--- config.mk ---
export PLATFORM = sky130hd
export DESIGN_NAME = pipelined_flag_adder
export DESIGN_NICKNAME = d
export VERILOG_FILES = /design/src/rtl/adder_pkg.sv /design/src/rtl/adder_chunk_stage.sv /design/src/rtl/pipelined_flag_adder.sv
export SDC_FILE = /design/constraint.sdc
export NUM_CORES = 1
export LEC_CHECK = 0
export CAP_MARGIN = 20
export CORE_ASPECT_RATIO = 1.4
export CORE_UTILIZATION = 50
export DETAILED_ROUTE_END_ITERATION = 16
export PLACE_DENSITY = 0.81
export SETUP_SLACK_MARGIN = 0.5
export SLEW_MARGIN = 10
export SYNTH_ARGS = -nofsm -noshare
export SYNTH_HDL_FRONTEND = slang
export SYNTH_SLANG_ARGS = --single-unit
export TNS_END_PERCENT = 50
--- constraint.sdc ---
create_clock -name clk -period 4.15 [get_ports clk]
set_input_delay 0.415 -clock clk [delete_from_list [all_inputs] [get_ports clk]]
set_output_delay 0.415 -clock clk [all_outputs]
set_load 0.02 [all_outputs]
--- src/rtl/adder_pkg.sv ---
// Shared types and helpers for pipelined_flag_adder: result flag bundle,
// parity helper and the WIDTH/CHUNK legality check.
package adder_pkg;

  // Upper bound on WIDTH; the parity helper zero-extends to this size.
  localparam int PARITY_MAX_W = 256;

  typedef struct packed {
    logic zero;
    logic carry;
    logic sign;
    logic parity;
    logic overflow;
  } flags_t;

  // Even parity: 1 when v holds an even number of ones (zero padding is neutral).
  function automatic logic parity_even(input logic [PARITY_MAX_W-1:0] v);
    return ~^v;
  endfunction

  // WIDTH must split into at least two whole CHUNK-bit stages.
  function automatic bit chunk_ok(input int width, input int chunk);
    return (chunk > 0) && (width % chunk == 0) && (width / chunk >= 2) &&
           (width <= PARITY_MAX_W);
  endfunction

endpackage

--- src/rtl/adder_chunk_stage.sv ---
// One pipeline stage: CHUNK-bit add with carry in/out, plus an enable-qualified
// register for the stage result and the beat's side-band payload.
module adder_chunk_stage #(
  parameter int CHUNK = 4,
  parameter int PW    = 1
) (
  input  logic             clk,
  input  logic             rst,
  input  logic             en,
  input  logic             valid_in,
  input  logic [CHUNK-1:0] a,
  input  logic [CHUNK-1:0] b,
  input  logic             cin,
  input  logic [PW-1:0]    pass_in,
  output logic             valid_out,
  output logic [CHUNK-1:0] sum,
  output logic             cout,
  output logic             ovf,
  output logic [PW-1:0]    pass_out
);

  logic [CHUNK:0] full;
  logic           c_msb;

  assign full  = {1'b0, a} + {1'b0, b} + (CHUNK+1)'(cin);
  // Carry into the chunk MSB, recovered from the MSB sum bit.
  assign c_msb = a[CHUNK-1] ^ b[CHUNK-1] ^ full[CHUNK-1];

  always_ff @(posedge clk) begin
    if (rst) begin
      valid_out <= 1'b0;
      sum       <= '0;
      cout      <= 1'b0;
      ovf       <= 1'b0;
      pass_out  <= '0;
    end else if (en) begin
      valid_out <= valid_in;
      sum       <= full[CHUNK-1:0];
      cout      <= full[CHUNK];
      ovf       <= c_msb ^ full[CHUNK];
      pass_out  <= pass_in;
    end
  end

endmodule

--- src/rtl/pipelined_flag_adder.sv ---
// WIDTH-bit adder pipelined in CHUNK-bit carry stages with Z/C/S/P/V flags and
// valid/ready back-pressure. Optional subtract mode: define ADDER_SUB_EN.
module pipelined_flag_adder
  import adder_pkg::*;
#(
  parameter int WIDTH = 16,
  parameter int CHUNK = 4
) (
  input  logic             clk,
  input  logic             rst,
  input  logic             in_valid,
  output logic             in_ready,
  input  logic [WIDTH-1:0] a,
  input  logic [WIDTH-1:0] b,
  input  logic             cin,
`ifdef ADDER_SUB_EN
  input  logic             sub,
`endif
  output logic             out_valid,
  input  logic             out_ready,
  output logic [WIDTH-1:0] sum,
  output logic             carry,
  output logic             sign,
  output logic             parity,
  output logic             overflow,
  output logic             zero
);

  localparam int  STAGES   = WIDTH / CHUNK;
  localparam int  PW       = 3 * WIDTH + 1;
  localparam bit  CHUNK_OK = chunk_ok(WIDTH, CHUNK);

  if (!CHUNK_OK) begin : g_bad_cfg
    $error("pipelined_flag_adder: WIDTH must be a multiple of CHUNK with at least two stages");
  end

  logic                         pipe_en;
  logic                         accept;
  logic                         sub_sel;
  logic [STAGES:1]              vld_pipe;
  logic [STAGES:0][WIDTH-1:0]   ah;
  logic [STAGES:0][WIDTH-1:0]   bh;
  logic [STAGES:0][WIDTH-1:0]   acc;
  logic [STAGES:0]              carry_c;
  logic [STAGES:0]              sb;
  logic [STAGES-1:0]            ovf_s;
  flags_t                       flags;
  logic                         unused_bits;

`ifdef ADDER_SUB_EN
  assign sub_sel = sub;
`else
  assign sub_sel = 1'b0;
`endif

  assign pipe_en  = !out_valid || out_ready;
  assign in_ready = pipe_en;
  assign accept   = in_valid && pipe_en;

  // Subtract is a + ~b + !cin; the mode bit rides along to fix up the borrow.
  assign ah[0]      = a;
  assign bh[0]      = sub_sel ? ~b : b;
  assign carry_c[0] = cin ^ sub_sel;
  assign sb[0]      = sub_sel;
  assign acc[0]     = '0;

  // Operands shift right one chunk per stage so each stage reads the low chunk;
  // finished sum chunks enter at the top and shift down into place.
  for (genvar k = 0; k < STAGES; k++) begin : g_stage
    logic             v_in;
    logic [CHUNK-1:0] s_q;
    logic [WIDTH-1:0] acc_sh;
    logic [PW-1:0]    p_q;

    if (k == 0) begin : g_first
      assign v_in = accept;
    end else begin : g_rest
      assign v_in = vld_pipe[k];
    end

    adder_chunk_stage #(.CHUNK(CHUNK), .PW(PW)) u_stage (
      .clk      (clk),
      .rst      (rst),
      .en       (pipe_en),
      .valid_in (v_in),
      .a        (ah[k][CHUNK-1:0]),
      .b        (bh[k][CHUNK-1:0]),
      .cin      (carry_c[k]),
      .pass_in  ({sb[k], ah[k] >> CHUNK, bh[k] >> CHUNK, acc[k] >> CHUNK}),
      .valid_out(vld_pipe[k+1]),
      .sum      (s_q),
      .cout     (carry_c[k+1]),
      .ovf      (ovf_s[k]),
      .pass_out (p_q)
    );

    assign {sb[k+1], ah[k+1], bh[k+1], acc_sh} = p_q;
    assign acc[k+1] = acc_sh | (WIDTH'(s_q) << (WIDTH - CHUNK));
  end

  assign out_valid = vld_pipe[STAGES];

  // Zero is qualified by valid so the idle/reset state reads zero=0.
  always_comb begin
    flags          = '0;
    flags.zero     = vld_pipe[STAGES] && ~|acc[STAGES];
    flags.carry    = carry_c[STAGES] ^ sb[STAGES];
    flags.sign     = acc[STAGES][WIDTH-1];
    flags.parity   = parity_even(PARITY_MAX_W'(acc[STAGES]));
    flags.overflow = ovf_s[STAGES-1];
  end

  assign sum      = acc[STAGES];
  assign zero     = flags.zero;
  assign carry    = flags.carry;
  assign sign     = flags.sign;
  assign parity   = flags.parity;
  assign overflow = flags.overflow;

  assign unused_bits = ^{ah[STAGES], bh[STAGES], ovf_s};

endmodule

==> results.py, run 1 <==
metrics = {
    "synth": {
        "synth-xor-area-share": 0.0206,
        "async_reset_ff_frac": 0,
        "synth_ff_type": "dfxtp_1",
        "synth_seq_cells": 97,
        "synthCells": 522,
        "syn_area_um2": 4250,
        "yosysSeqAreaShare": 0.456,
        "synth_compound_area_frac": 0.136,
        "synthSimpleGateAreaFrac": 0.198,
        "synth_area_leaders": "dfxtp_1, nand2_1, a21oi_1, ha_1, buf_4",
        "synth_nets": 587,
        "yosysWarnings": 0,
        "yosysUniqueCellTypes": 29,
        "synth_largest_area_cell": "dfxtp_1",
        "muxShareOfSynthArea": 0,
        "synth_top_family_by_area": "simple AND/OR/NAND/NOR gates",
        "synthAdderAreaFrac": 0.0965,
        "avgSynthCellArea_um2": 8.15,
        "synth_top_area_frac": 0.456,
        "synth_edf_count": 0,
    },
    "critical_path": {
        "worstReg2RegEnd": "g_stage[3].u_stage.ovf$_SDFFE_PP0N_",
        "worst-path-max-fanout": 3,
        "critPathBufInv": 2,
        "critPathMaxStageDelay_ns": 0.62,
        "cp-startpoint": "g_stage[3].u_stage.pass_out[0]$_SDFFE_PP0N_",
        "worstSetupPathType": "reg2out",
        "worst_setup_path_end_kind": "primary output",
        "critical_path_arrival_ns": 2.19,
        "cp.depth": 6,
        "reg2reg_slack_ns": 2.13,
        "required_ns": 3.73,
        "worst_setup_path_start_kind": "flip-flop",
        "cpMostUsedCell": "xnor2_1",
        "cp-endpoint": "parity",
        "cp_top_family": "buffers and inverters",
        "r2r_cells": 6,
        "r2r-start": "g_stage[2].u_stage.pass_out[16]$_SDFFE_PP0N_",
        "cp_cell_sequence": "inv_1, ha_1, xnor2_1, xnor2_1, xnor2_1, clkdlybuf4s50_1",
        "slowest_stage": "clkdlybuf4s50_1",
    },
    "place": {
        "gp_congestion": 0.802,
        "portBuffers": 59,
        "placed_area_um2": 4710,
        "hpwl_um": 5240,
        "placed_cells": 638,
    },
    "layout": {
        "syn_to_final_growth_pct": 18.0,
        "register_area_um2": 1940,
        "final_cells": 653,
        "fin_util": 0.612,
        "drive_gt1_frac": 0.0381,
        "multi_input_area_um2": 1920,
        "fillers": 719,
        "nets": 612,
        "diodes": 0,
        "design_area_um2": 5020,
    },
    "timing": {
        "finalCritPeriodShare": 0.628,
        "skew_ns": 0.00271,
        "finalHoldViolations": 0,
        "fmax_mhz": 384,
        "finalSetupTns_ns": 0,
        "grt_setup_unrepaired": "no",
        "final_max_slew_viol_count": 0,
        "relSlewSlack": 0.379,
        "setup_viol": 0,
        "layout_min_cycle_time_ns": 2.61,
        "tightestPinTransition_ns": 0.931,
    },
    "grt": {
        "overflow": 0,
        "grt_max_degree": 99,
        "grt.total_usage": 0.197,
        "grt_pass1_wl_um": 13900,
        "antenna_found_initial": 0,
        "grt_pass1_vias": 3283,
    },
    "clock_network": {
        "holdBufCountCts": 0,
        "clock_latency_ns": 0.34,
        "cts.clk_slew.worst_paths_ns": 0.06,
        "cts_buffer_depth": 2,
        "numCtsBuffers": 9,
        "cts_tree": "done",
        "cts.sinks": 97,
        "clockRootBuffer": "clkbuf_16",
        "postCtsSetupRepairBufs": 0,
        "htree_levels": 3,
        "ctsResizeCount": 0,
    },
    "die": {
        "die_y_um": 111,
        "num_io_pins": 60,
        "core_um2": 8200,
        "initial_core_util": 0.519,
        "die-width_um": 80.0,
        "die_area_um2": 8890,
        "rows": 39,
    },
    "power_and_ir_drop": {
        "switching_power_mw": 0.455,
        "combinationalPowerShare": 0.105,
        "p_seq_frac": 0.484,
        "vdd_ir_drop_max_uv": 231,
        "pwr-share-clk": 0.411,
        "internal_power_mw": 1.63,
        "cellLeakagePower_nw": 1.99,
        "power_density_nw_per_um2": 416,
        "swShare": 0.218,
        "power.total_mw": 2.09,
    },
    "detailed_routing": {
        "via_per_inst": 5.14,
        "ant_nets": 0,
        "routed_wl_um": 7950,
        "drtPass1Iterations": 4,
        "routedWlPerCell_um": 12.2,
        "vias": 3357,
        "drc": 0,
        "drt_iter0_drc": 225,
    },
    "flow_run": {
        "maxCapViolCount": 0,
    },
    "min_path": {
        "hp-class": "reg2reg",
    },
    "outcome": {
        "status": "finished, final reports clean",
    },
}
power by group through the flow:
stage                     clock (mW)  sequential (mW)  combinational (mW)
final                          0.858             1.01               0.219
after global routing           0.921             1.02               0.248
after global placement             0             1.03               0.211
after floorplan                    0             1.02               0.146
after CTS                      0.876             1.01               0.222
after detailed placement           0             1.03               0.219
worst min-delay path by stage:
stage	start	to	slack [ns]	depth (start not counted)
after floorplan	g_stage[0].u_stage.pass_out[20]$_SDFFE_PP0N_	g_stage[0].u_stage.pass_out[20]$_SDFFE_PP0N_	0.43	2
after global routing	g_stage[0].u_stage.pass_out[24]$_SDFFE_PP0N_	g_stage[1].u_stage.pass_out[20]$_SDFFE_PP0N_	0.47	2
after CTS	g_stage[0].u_stage.pass_out[27]$_SDFFE_PP0N_	g_stage[0].u_stage.pass_out[27]$_SDFFE_PP0N_	0.45	2
final	g_stage[0].u_stage.pass_out[27]$_SDFFE_PP0N_	g_stage[0].u_stage.pass_out[27]$_SDFFE_PP0N_	0.45	2
after detailed placement	g_stage[2].u_stage.pass_out[5]$_SDFFE_PP0N_	g_stage[2].u_stage.pass_out[5]$_SDFFE_PP0N_	0.45	2
after global placement	g_stage[0].u_stage.pass_out[42]$_SDFFE_PP0N_	g_stage[0].u_stage.pass_out[42]$_SDFFE_PP0N_	0.44	2
flip-flops by register name, summed over array words and instances (netlist names):
register,count
g_stage.u_stage.pass_out,72
g_stage.u_stage.sum,16
g_stage.u_stage.cout,4
g_stage.u_stage.valid_out,4
g_stage.u_stage.ovf,1
stage by stage:
stage / hold slack, ns / worst slack (ns)
2_1_floorplan: 0.432 / 2.29
3_3_place_gp: 0.440 / 1.68
3_5_place_dp: 0.445 / 1.66
4_1_cts: 0.453 / 1.52
5_1_grt: 0.470 / 1.41
6_report: 0.450 / 1.54
tightest hold or removal path, delay by kind of cell, from the launching register on:
family	cells	cell delay [ns]
compound gates	1	0.05
simple gates	1	0.05
flops	1	0.31
per-layer routing:
metal  track usage  vias to the layer above  share of wire
li1              -                     1719              -
met4         0.100                        0          0.028
met2         0.356                       64           0.52
met5             0                        -              0
met1         0.218                     1557           0.42
met3        0.0288                       17          0.031
logic make-up after synthesis:
family / after synthesis
buffers and inverters: 76
AOI/OAI and AO/OA: 106
adders and majority gates: 28
DFF: 97
xor gates and xnor gates: 10
and+or+nand+nor: 205
synthesized netlist by cell type, types with 2 or more instances:
| cell type | number |
|---|---|
| nand2_1 | 159 |
| dfxtp_1 | 97 |
| a21oi_1 | 84 |
| inv_1 | 27 |
| buf_4 | 23 |
| ha_1 | 20 |
| nor2_1 | 18 |
| clkbuf_1 | 12 |
| buf_2 | 11 |
| a211oi_1 | 10 |
| fa_1 | 8 |
| nor2b_1 | 8 |
| xnor2_1 | 8 |
| nor3_1 | 5 |
| a21o_1 | 4 |
| nand3_1 | 4 |
| nand3b_1 | 4 |
| o21ai_0 | 4 |
| a21oi_2 | 2 |
| nand4b_1 | 2 |
| or3_1 | 2 |
| or4_1 | 2 |
| xor2_1 | 2 |
cells in the final DEF (no fill, tap or decap), types with 5 or more instances in the layout:
cell type / netlist / final
a211oi_1: 10 / 10
a21oi_1: 84 / 84
clkbuf_16: 0 / 9
clkdlybuf4s50_1: 0 / 58
dfxtp_1: 97 / 97
fa_1: 8 / 8
ha_1: 20 / 20
inv_1: 27 / 27
nand2_1: 159 / 159
nor2_1: 18 / 18
nor2b_1: 8 / 7
nor3_1: 5 / 5
xnor2_1: 8 / 8
area by class of cell:
type,count,area share
Timing Repair Buffer,62,0.121
Multi-Input combinational cell,349,0.383
Clock buffer,12,0.0491
Clock inverter,3,0.0130
Tap cell,102,0.0254
Sequential cell,97,0.387
Inverter,28,0.0214
Note: power is estimated with default switching activity, not from simulation.
==> run 2, diff against run 1 <==
==> constraint.sdc (replaced) <==
create_clock -name clk -period 2.4 [get_ports clk]
set_input_delay 0.24 -clock clk [delete_from_list [all_inputs] [get_ports clk]]
set_output_delay 0.24 -clock clk [all_outputs]
set_load 0.02 [all_outputs]
==> results.py, run 2 (synthesized netlist as in run 1, its figures left out) <==
metrics = {
    "outcome": {
        "status": "finished, final reports clean",
    },
    "layout": {
        "top_regs": "g_stage.u_stage.pass_out: 72 flops, g_stage.u_stage.sum: 16 flops",
        "final_cell_mix": "nand2_1, a21oi_1, dfxtp_1",
        "final_common_cell": "nand2_1",
        "diodes": 0,
        "fin_util": 0.646,
        "nets": 622,
        "top_register": "g_stage.u_stage.pass_out",
        "largest_reg_flops": 72,
        "drive_gt1_frac": 0.125,
        "design_area_um2": 5300,
        "final_cells": 664,
        "syn_to_final_growth_pct": 24.6,
    },
    "min_path": {
        "hp-class": "in2reg",
        "min_to": "g_stage[0].u_stage.pass_out[35]$_SDFFE_PP0N_",
        "hold_depth": 3,
        "hold_start": "a[7]",
    },
    "clock_network": {
        "clock_latency_ns": 0.34,
        "cts_tree": "done",
        "htree_levels": 3,
        "cts.clk_slew.worst_paths_ns": 0.06,
        "holdBufCountCts": 0,
        "cts_buffer_depth": 2,
        "clockRootBuffer": "clkbuf_16",
        "numCtsBuffers": 9,
        "cts.sinks": 97,
    },
    "grt": {
        "overflow": 0,
        "grt_max_degree": 99,
        "antenna_found_initial": 0,
        "grt_pass1_vias": 3282,
        "grt_pass1_wl_um": 14000,
        "grt.total_usage": 0.201,
    },
    "timing": {
        "grt_setup_unrepaired": "yes",
        "tightestPinTransition_ns": 0.957,
        "finalCritPeriodShare": 0.803,
        "setup_viol": 0,
        "finalSetupTns_ns": 0,
        "relSlewSlack": 0.362,
        "skew_ns": 0.00799,
        "finalHoldViolations": 0,
        "timing.hold.ws_ns": 0.449,
        "layout_min_cycle_time_ns": 1.93,
        "final_max_slew_viol_count": 0,
        "fmax_mhz": 519,
    },
    "place": {
        "gp_congestion": 0.773,
        "placed_cells": 640,
        "portBuffers": 59,
        "hpwl_um": 5630,
        "placed_area_um2": 4760,
    },
    "detailed_routing": {
        "vias": 3442,
        "ant_nets": 0,
        "routed_wl_um": 8750,
        "drtPass1Iterations": 4,
        "routedWlPerCell_um": 13.2,
        "via_per_inst": 5.18,
        "drt_iter0_drc": 226,
        "drc": 0,
    },
    "power_and_ir_drop": {
        "power_density_nw_per_um2": 698,
        "vdd_ir_drop_max_uv": 441,
        "cellLeakagePower_nw": 2.09,
    },
    "critical_path": {
        "worst-path-max-fanout": 2,
        "worstReg2RegEnd": "g_stage[3].u_stage.ovf$_SDFFE_PP0N_",
        "r2r-start": "g_stage[2].u_stage.pass_out[32]$_SDFFE_PP0N_",
        "r2r_cells": 6,
        "reg2reg_slack_ns": 0.47,
        "worstSetupPathType": "reg2reg",
        "worst_setup_path_start_kind": "flip-flop",
        "critical_path_arrival_ns": 2.16,
        "worst_setup_path_end_kind": "flip-flop",
        "required_ns": 2.63,
    },
    "die": {
        "die_y_um": 111,
        "initial_core_util": 0.519,
        "core_um2": 8200,
        "num_io_pins": 60,
        "die_area_um2": 8890,
        "die-width_um": 80.0,
        "rows": 39,
    },
    "flow_run": {
        "maxCapViolCount": 0,
    },
}
-- run 2: cell types whose count changed in the layout (fill, tap and decap cells not counted), sizes merged --
cell / delta
clkinv: +2
dlygate4sd2: +1
clkdlybuf4s50: -2
clkbuf: -1
buf: +11
-- run 2: how the worst max path moves through the flow --
stage,startpoint,endpoint,cells after the start
global placement,a[0],g_stage[0].u_stage.sum[2]$_SDFFE_PP0N_,8
CTS,g_stage[2].u_stage.pass_out[16]$_SDFFE_PP0N_,g_stage[3].u_stage.ovf$_SDFFE_PP0N_,6
finish,g_stage[2].u_stage.pass_out[32]$_SDFFE_PP0N_,g_stage[3].u_stage.ovf$_SDFFE_PP0N_,6
detailed placement,a[0],g_stage[0].u_stage.sum[2]$_SDFFE_PP0N_,8
floorplan,g_stage[2].u_stage.pass_out[16]$_SDFFE_PP0N_,g_stage[3].u_stage.ovf$_SDFFE_PP0N_,6
global route,g_stage[2].u_stage.pass_out[32]$_SDFFE_PP0N_,g_stage[3].u_stage.ovf$_SDFFE_PP0N_,6
-- run 2: cell type report --
type	instances	area, um2
fillers	677	2900
multi-input cells	349	2060
flip-flops and latches	97	1960
repair buffers	72	717
clock buffers	11	243
well taps	102	128
inverters	28	108
clock inverters	5	78.8
-- run 2: what timing repair did --
item                                    in CTS  in global routing
gates cloned                                 0                  0
buffers inserted                             0                  8
gates resized for setup                      7                 36
pin swaps                                    0                 14
endpoints found under the setup margin       3                  4
-- run 2: worst max-delay path: stages, from the launching register on --
cell      delay [ns]
dfxtp_2         0.33
fa_2            0.41
fa_2            0.39
a21o_1          0.18
a21oi_2         0.17
xnor2_1         0.11
a211oi_1        0.24
-- run 2: report_power, final --
group	internal (mW)	total (mW)	switching, mW
logic	0.220	0.423	0.204
registers	1.70	1.75	0.0528
clock network	0.940	1.52	0.584
total	2.86	3.70	0.841
-- run 2: metrics by stage --
stage | power [mW] | setup slack (ns)
detailed placement | 2.17 | 0.176
floorplan | 2.02 | 0.547
CTS | 3.69 | 0.372
global route | 3.84 | 0.413
global placement | 2.15 | 0.312
finish | 3.70 | 0.474
-- run 2: routing by layer --
metal / global-route usage / routed length, um / up-vias / share of wire
li1: - / - / 1746 / -
met1: 0.219 / 3500 / 1590 / 0.40
met2: 0.362 / 4730 / 82 / 0.54
met3: 0.0387 / 309 / 24 / 0.035
met4: 0.0952 / 214 / 0 / 0.024
met5: 0 / 0 / - / 0
